### config.mk
export PLATFORM = sky130hd
export DESIGN_NAME = uart_parity_engine
export DESIGN_NICKNAME = d
export VERILOG_FILES = /design/src/rtl/uart_parity_engine.sv
export SDC_FILE = /design/constraint.sdc
export NUM_CORES = 1
export LEC_CHECK = 0
export CELL_PAD_IN_SITES_DETAIL_PLACEMENT = 0
export CELL_PAD_IN_SITES_GLOBAL_PLACEMENT = 1
export CORE_MARGIN = 1.5
export CORE_UTILIZATION = 37
export CTS_BUF_LIST = sky130_fd_sc_hd__clkbuf_8 sky130_fd_sc_hd__clkbuf_16
export CTS_CLUSTER_DIAMETER = 80
export DETAILED_ROUTE_END_ITERATION = 10
export PLACE_DENSITY_LB_ADDON = 0.1
export SLEW_MARGIN = 30
export SYNTH_ARGS = -nofsm -noshare
export SYNTH_HDL_FRONTEND = slang
export SYNTH_SLANG_ARGS = --single-unit
export TNS_END_PERCENT = 30
### constraint.sdc
create_clock -name clk -period 2.35 [get_ports clk]
set_clock_uncertainty 0.15 [all_clocks]
set_input_delay 0.47 -clock clk [delete_from_list [all_inputs] [get_ports clk]]
set_output_delay 0.47 -clock clk [all_outputs]
set_load 0.02 [all_outputs]
### src/rtl/uart_parity_engine.sv
// Bit-serial UART parity generator (TX) and checker (RX) with runtime mode, direction and frame length.
// Optional error counter (err_count/clr_err) is compiled in when UART_PARITY_ERR_CNT_EN is defined.
module uart_parity_engine #(
  parameter int DATA_W = 9,
  parameter int LEN_W  = 4
) (
  input  logic             clk,
  input  logic             rst,
  input  logic             start,
  input  logic [2:0]       mode,
  input  logic             dir,
  input  logic [LEN_W-1:0] data_len,
  input  logic             bit_valid,
  input  logic             bit_in,
  output logic             busy,
  output logic             par_valid,
  output logic             par_bit,
  output logic             par_err
`ifdef UART_PARITY_ERR_CNT_EN
  ,
  input  logic             clr_err,
  output logic [7:0]       err_count
`endif
);

  localparam logic [1:0] IDLE     = 2'd0;
  localparam logic [1:0] ACCUM    = 2'd1;
  localparam logic [1:0] WAIT_PAR = 2'd2;

  localparam logic [2:0] MODE_EVEN  = 3'b001;
  localparam logic [2:0] MODE_ODD   = 3'b010;
  localparam logic [2:0] MODE_MARK  = 3'b011;
  localparam logic [2:0] MODE_SPACE = 3'b100;

  localparam logic [LEN_W-1:0] MIN_LEN = LEN_W'(5);
  localparam logic [LEN_W-1:0] MAX_LEN = LEN_W'(DATA_W);
  localparam logic [LEN_W-1:0] ONE     = LEN_W'(1);

  logic [1:0]       state;
  logic [2:0]       mode_q;
  logic             dir_q;
  logic [LEN_W-1:0] len_q;
  logic [LEN_W-1:0] cnt;
  logic             acc;

  logic [LEN_W-1:0] len_clamped;
  logic             acc_next;
  logic             last_bit;
  logic             parity_on;
  logic             check_frame;
  logic             exp_final;
  logic             exp_wait;

  // Expected parity bit for a given mode; reserved codes behave as "none".
  function automatic logic expected_parity(input logic [2:0] m, input logic a);
    case (m)
      MODE_EVEN:  return a;
      MODE_ODD:   return ~a;
      MODE_MARK:  return 1'b1;
      MODE_SPACE: return 1'b0;
      default:    return 1'b0;
    endcase
  endfunction

  // NOTE: every always_comb output gets a default first so no path can infer a latch.
  always_comb begin
    len_clamped = data_len;
    if (data_len < MIN_LEN)
      len_clamped = MIN_LEN;
    else if (data_len > MAX_LEN)
      len_clamped = MAX_LEN;
  end

  always_comb begin
    parity_on = 1'b0;
    case (mode_q)
      MODE_EVEN, MODE_ODD, MODE_MARK, MODE_SPACE: parity_on = 1'b1;
      default:                                    parity_on = 1'b0;
    endcase
  end

  assign acc_next    = acc ^ bit_in;
  assign last_bit    = (cnt == (len_q - ONE));
  assign check_frame = dir_q & parity_on;
  assign exp_final   = expected_parity(mode_q, acc_next);
  assign exp_wait    = expected_parity(mode_q, acc);
  assign busy        = (state != IDLE);

  // NOTE: sequential state uses non-blocking assignments so all registers update from pre-edge values.
  always_ff @(posedge clk) begin
    if (rst) begin
      state     <= IDLE;
      mode_q    <= 3'b000;
      dir_q     <= 1'b0;
      len_q     <= '0;
      cnt       <= '0;
      acc       <= 1'b0;
      par_valid <= 1'b0;
      par_bit   <= 1'b0;
      par_err   <= 1'b0;
    end else begin
      par_valid <= 1'b0;
      // start wins over everything, including a coincident bit and a frame in flight.
      if (start) begin
        state   <= ACCUM;
        mode_q  <= mode;
        dir_q   <= dir;
        len_q   <= len_clamped;
        cnt     <= '0;
        acc     <= 1'b0;
        par_bit <= 1'b0;
        par_err <= 1'b0;
      end else begin
        case (state)
          IDLE: begin
          end
          ACCUM: begin
            if (bit_valid) begin
              acc <= acc_next;
              cnt <= cnt + ONE;
              if (last_bit) begin
                if (check_frame) begin
                  state <= WAIT_PAR;
                end else begin
                  state     <= IDLE;
                  par_valid <= 1'b1;
                  par_bit   <= exp_final;
                  par_err   <= 1'b0;
                end
              end
            end
          end
          WAIT_PAR: begin
            if (bit_valid) begin
              state     <= IDLE;
              par_valid <= 1'b1;
              par_bit   <= exp_wait;
              par_err   <= bit_in ^ exp_wait;
            end
          end
          default: state <= IDLE;
        endcase
      end
    end
  end

`ifdef UART_PARITY_ERR_CNT_EN
  // Counts reported errors as they are strobed out; clear beats a coincident increment.
  always_ff @(posedge clk) begin
    if (rst)
      err_count <= 8'd0;
    else if (clr_err)
      err_count <= 8'd0;
    else if (par_valid && par_err && (err_count != 8'hFF))
      err_count <= err_count + 8'd1;
  end
`endif

endmodule

# Yosys cells after proc, flatten, opt, wreduce, memory -nomap -nowiden
# Cells that the tools add are included.
# word_totals
input_bits	13
output_inout_bits	4
word_cells	70
register_bits	18
mem_bits_rw	0
rom_bits	0
latchBits	0
memories	0
# op_classes
div	0
n_bitwise	6
mux	26
shift	0
magnitude_cmp	2
multipliers	0
n_eq_ne	15
reduce_logical	9
n_addsub	2
# op_table
operator	n
1-bit two-way mux	14
2-bit != test (second input constant)	5
3-bit != test (second input constant)	3
2-bit two-way mux	4
4-bit two-way mux	2
4-bit AND reduction	2
3-bit by 2-bit equality test with 1-bit output (second input constant)	2
1-bit one-hot mux with 2 select lines	3
1-bit one-hot mux with 3 select lines	2
2-bit one-hot mux with 3 select lines	1
5-bit AND reduction	1
4-bit by 1-bit adder with 4-bit output (second input constant)	1
4-bit equality test	1
4-bit greater-than comparator (second input constant)	1
4-bit by 3-bit < comparator with 1-bit output (second input constant)	1
2-bit nonzero test	2
4-bit OR reduction	1
4-bit by 1-bit subtractor with 4-bit output (second input constant)	1
3-bit by 1-bit equality test with 1-bit output (second input constant)	1
3-bit equality test (second input constant)	1
1-bit NOT	3
2-bit by 1-bit equality test with 1-bit output (second input constant)	1
2-bit equality test (second input constant)	1
2-bit zero test	1
other kinds (4)	5

# Logic depth before layout (Yosys ltp)
# Gate-level depths: netlist (run 1).
# depth
depth_word	9
depth_mapped	8
mapped_depth_nobuf	7

# Worst setup path before layout (run 1)
# OpenSTA, ideal clock, no wires.
# synth_path
path_kind	reg-to-reg
startpoint	register len_q[0]
endpoint	register par_bit
synth_period_minus_slack_ps	1651
setup_slack_ps	699
stages_incl_launch_ff	8
t_required_ps	2081
path_buffers	0
arrival_ps	1382
setup_time_ps	119
path_cell_list	dfxtp_1 > inv_1 > ha_1 > xnor2_1 > nor3_2 > nand3_1 > a21o_1 > mux2i_1
# synth_via
elab_chain_cells	4
# synth_rtl
element	line	rtl
start: declaration	42	logic [LEN_W-1:0] len_q;
start signal: assignment	108	len_q <= len_clamped;
4-bit by 1-bit subtractor with 4-bit output	83	assign last_bit = (cnt == (len_q - ONE));
4-bit equality test	83	
2-bit != test (no source line)	n/a	
5-bit AND reduction (no source line)	n/a	
end signal: assignment	127	par_bit <= exp_final;
end signal: assignment	137	par_bit <= exp_wait;
end: declaration	17	output logic par_bit,
# Every way passes these cells.
# A chain may end at the register's enable or synchronous reset.

# Final worst setup path (run 1)
# layout_path
startpoint	register state[0]
endpoint	output port busy
# layout_via
elab_chain_cells	1
# layout_rtl
element	line	rtl
start: declaration	39	logic [1:0] state;
start signal: assignment	92	state <= IDLE;
start signal: assignment	105	state <= ACCUM;
start signal: assignment	123	state <= WAIT_PAR;
2-bit nonzero test	87	assign busy = (state != IDLE);
end: declaration	15	output logic busy,
# Every way passes these cells.

==> run metrics, run 1 <==
Synth Instances between 100 and 150; fin crit share ~93%; slowest CP cell clkdlybuf4s50_1; share of the yosys chip area belonging to registers a little under two fifths; Antenna Violating Nets Remaining 0; Hold Fails Final Rpt 0; Post-Route Utilization 48.93%; Die W between 50 and 60 um; MaxCap Viol Count 0; largest stage delay on the critical path between 0.5 and 0.6 ns; Worst IR Drop VDD approximately 0.00038 V; placed cells 154; clk slew on worst S/H paths ~0.070 ns; synth unique cells 27; Synth Area per Inst ~8.6 um2; TritonCTS clock tree done; largest net degree at the start of global routing 11; Critical Path Source Type flip-flop; status finished, final reports clean; Crit Path Max Fanout 4; fin area approximately 1200 um2; synth top area cells dfxtp_1 (38%), mux2i_1 (11%), nor2_1 (7.1%); CTS Buf Count 3; global placement routability congestion around 0.76; Boundary Pins 17; number of cells upsized or downsized after cts 0; synthesized area 948.4 um2; area grow syn2layout 26.65%; worst path cell trace inv_1, ha_1, inv_1, clkdlybuf4s50_1; # setup viols final 0; clk buf depth 2; Power per Cell Area 571.1 nW/um2; main flop type after synthesis dfxtp_1; share of layout cells above drive strength 1 ~5.5%; RSZ-0062 raised after global routing no; Site Rows 18; CTS H-tree lvls 1; CP bufs+invs 3; Synth async-reset ratio 0%; area leader, netlist dfxtp_1; Post-synth EDFFs 0; Power Total between 600 and 700 uW; Final min period about 2.2 ns; Core Region roughly 2500 um2; Port Buffers 16; Synthesis Warnings 0; Setup crit end kind output port; Die ar. between 2000 and 3000 um2; CP most frequent cell inv_1; DIE HEIGHT 53.63 um; Vias ~760; Leakage Power 0.4840 nW; clk_lat worst skew between 0.2 and 0.3 ns; vias per inst 4.791; Max Clk Rate between 400 and 500 MHz; Detailed Place HPWL about 1.4 mm; CTS root buf clkbuf_8; Critical Path RT ~1.7 ns; Slew Limit Fails 0; post-detailed-routing wire length 1.776 mm; CTS Sinks 18; Non-Filler Instances roughly 160; layout net count roughly 150; DR pass1 iterations 4; Starting DRT DRC Count 20; DRC Markers 0; Slew @ Worst Pin about 0.46 ns; diode count 0; hold crit path type reg -> reg; Post-Place Cell Area approximately 1100 um2; initial antenna violation count 0; critical path class reg -> out; Slew HR between 60% and 70%; first-pass GRT wire length about 3 mm; vias in the first global route 701; synthesized net count about 130; Avg WL per Cell around 11 um; Worst Path Arrival 1.58 ns; initial core utilization roughly 39%; # hold bufs at CTS 0; CP delay by family, top buffers and inverters; Synth top area share 37.99%; number of synthesized register bits 18; Tot GR Track Use 15.11%; setup bufs post-CTS 0; total gr overflow 0; setup TNS 0 ns
[worst register-to-register path: stages, from the launching register on]
cell and delay (ns):
dfxtp_1 0.38, inv_1 0.06, ha_1 0.30, xnor2_1 0.14
nor3_2 0.18, nand3_1 0.11, a21o_1 0.23, mux2i_1 0.12
[layout by cell type (no fill, tap or decap), types with 3 or more instances in the layout]
master / netlist / layout
a21oi_1: 5 / 5
clkbuf_8: 0 / 4
clkdlybuf4s50_1: 0 / 16
dfxtp_1: 18 / 18
ha_1: 5 / 5
inv_1: 5 / 5
mux2i_1: 10 / 10
nand2_1: 7 / 7
nand3_1: 10 / 10
nor2_1: 18 / 18
or3_1: 3 / 3
xnor2_1: 4 / 4
xor2_1: 5 / 5
[flip-flops by register name (all words and copies together), names as in the netlist]
register / flops
par_valid: 1
par_bit: 1
state: 2
dir_q: 1
acc: 1
mode_q: 3
len_q: 4
cnt: 4
par_err: 1
[metrics by stage]
stage	worst slack, ns	hold WS (ns)
6_report	0.1545	0.3063
5_1_grt	0.08754	0.3409
4_1_cts	0.1382	0.3130
3_5_place_dp	0.2923	0.3029
3_3_place_gp	0.3506	0.2967
2_1_floorplan	0.6987	0.3100
[cell type report]
cell class	instances	area (um2)
sequential	18	360.3
tap	30	37.54
fill	239	1254
multi-input combinational	83	554.3
clock buffer	4	55.05
timing repair buffer	18	175.2
inverter	5	18.77
[logic make-up (layout without fill, tap and decap cells)]
logic type	after synthesis	count (layout)	share of synthesized area [%]
AOI/OAI and AO/OA	13	13	8.312
xor gates and xnor gates	10	10	10.82
adders and majority gates	5	5	6.596
buffers and inverters	9	27	3.562
DFF	18	18	38.00
muxes	10	10	10.55
and+or+nand+nor	45	45	22.17
[path summary, 6_finish.rpt]
| kind | start | endpoint | slack [ns] | cells past startpoint |
|---|---|---|---|---|
| worst max register to register | len_q[0]$_SDFFE_PP0P_ | par_err$_SDFFE_PP0P_ | 0.58 | 7 |
| worst min register to register | par_bit$_SDFFE_PP0P_ | par_bit$_SDFFE_PP0P_ | 0.31 | 2 |
| worst max-delay path | state[0]$_SDFFE_PP0P_ | busy | 0.15 | 4 |
| worst min-delay path | par_bit$_SDFFE_PP0P_ | par_bit$_SDFFE_PP0P_ | 0.31 | 2 |
[layer usage]
layer	share of wire, %	global-route usage (%)	vias to the layer above	routed length, um
met1	52	20.31	324	923
met2	42	22.63	17	739
met3	4.3	3.333	5	77
li1	-	-	411	-
met4	2.0	7.692	0	36
met5	0	0	-	0
[cells in the mapped netlist (2+ instances only)]
cell type	n
a211oi_1	2
a21oi_1	5
clkbuf_1	3
dfxtp_1	18
ha_1	5
inv_1	5
mux2i_1	10
nand2_1	7
nand3_1	10
nor2_1	18
o21ai_0	2
or3_1	3
xnor2_1	4
xor2_1	5
[report_power, final]
| group | internal, mW | leakage [nW] | switching (mW) |
|---|---|---|---|
| combinational | 0.0553 | 0.308 | 0.0481 |
| clock | 0.149 | 0.0288 | 0.107 |
| sequential | 0.316 | 0.147 | 0.0110 |
| total | 0.520 | 0.484 | 0.166 |
No activity file was read; power rests on OpenSTA's default activity.
==> run 2, diff against run 1 <==
Settings changed: ABC_AREA set to 0, CTS_CLUSTER_DIAMETER 80 to 100.
==> results of run 2 <==
Final layout, timing and power as in run 1 (identical DEF).
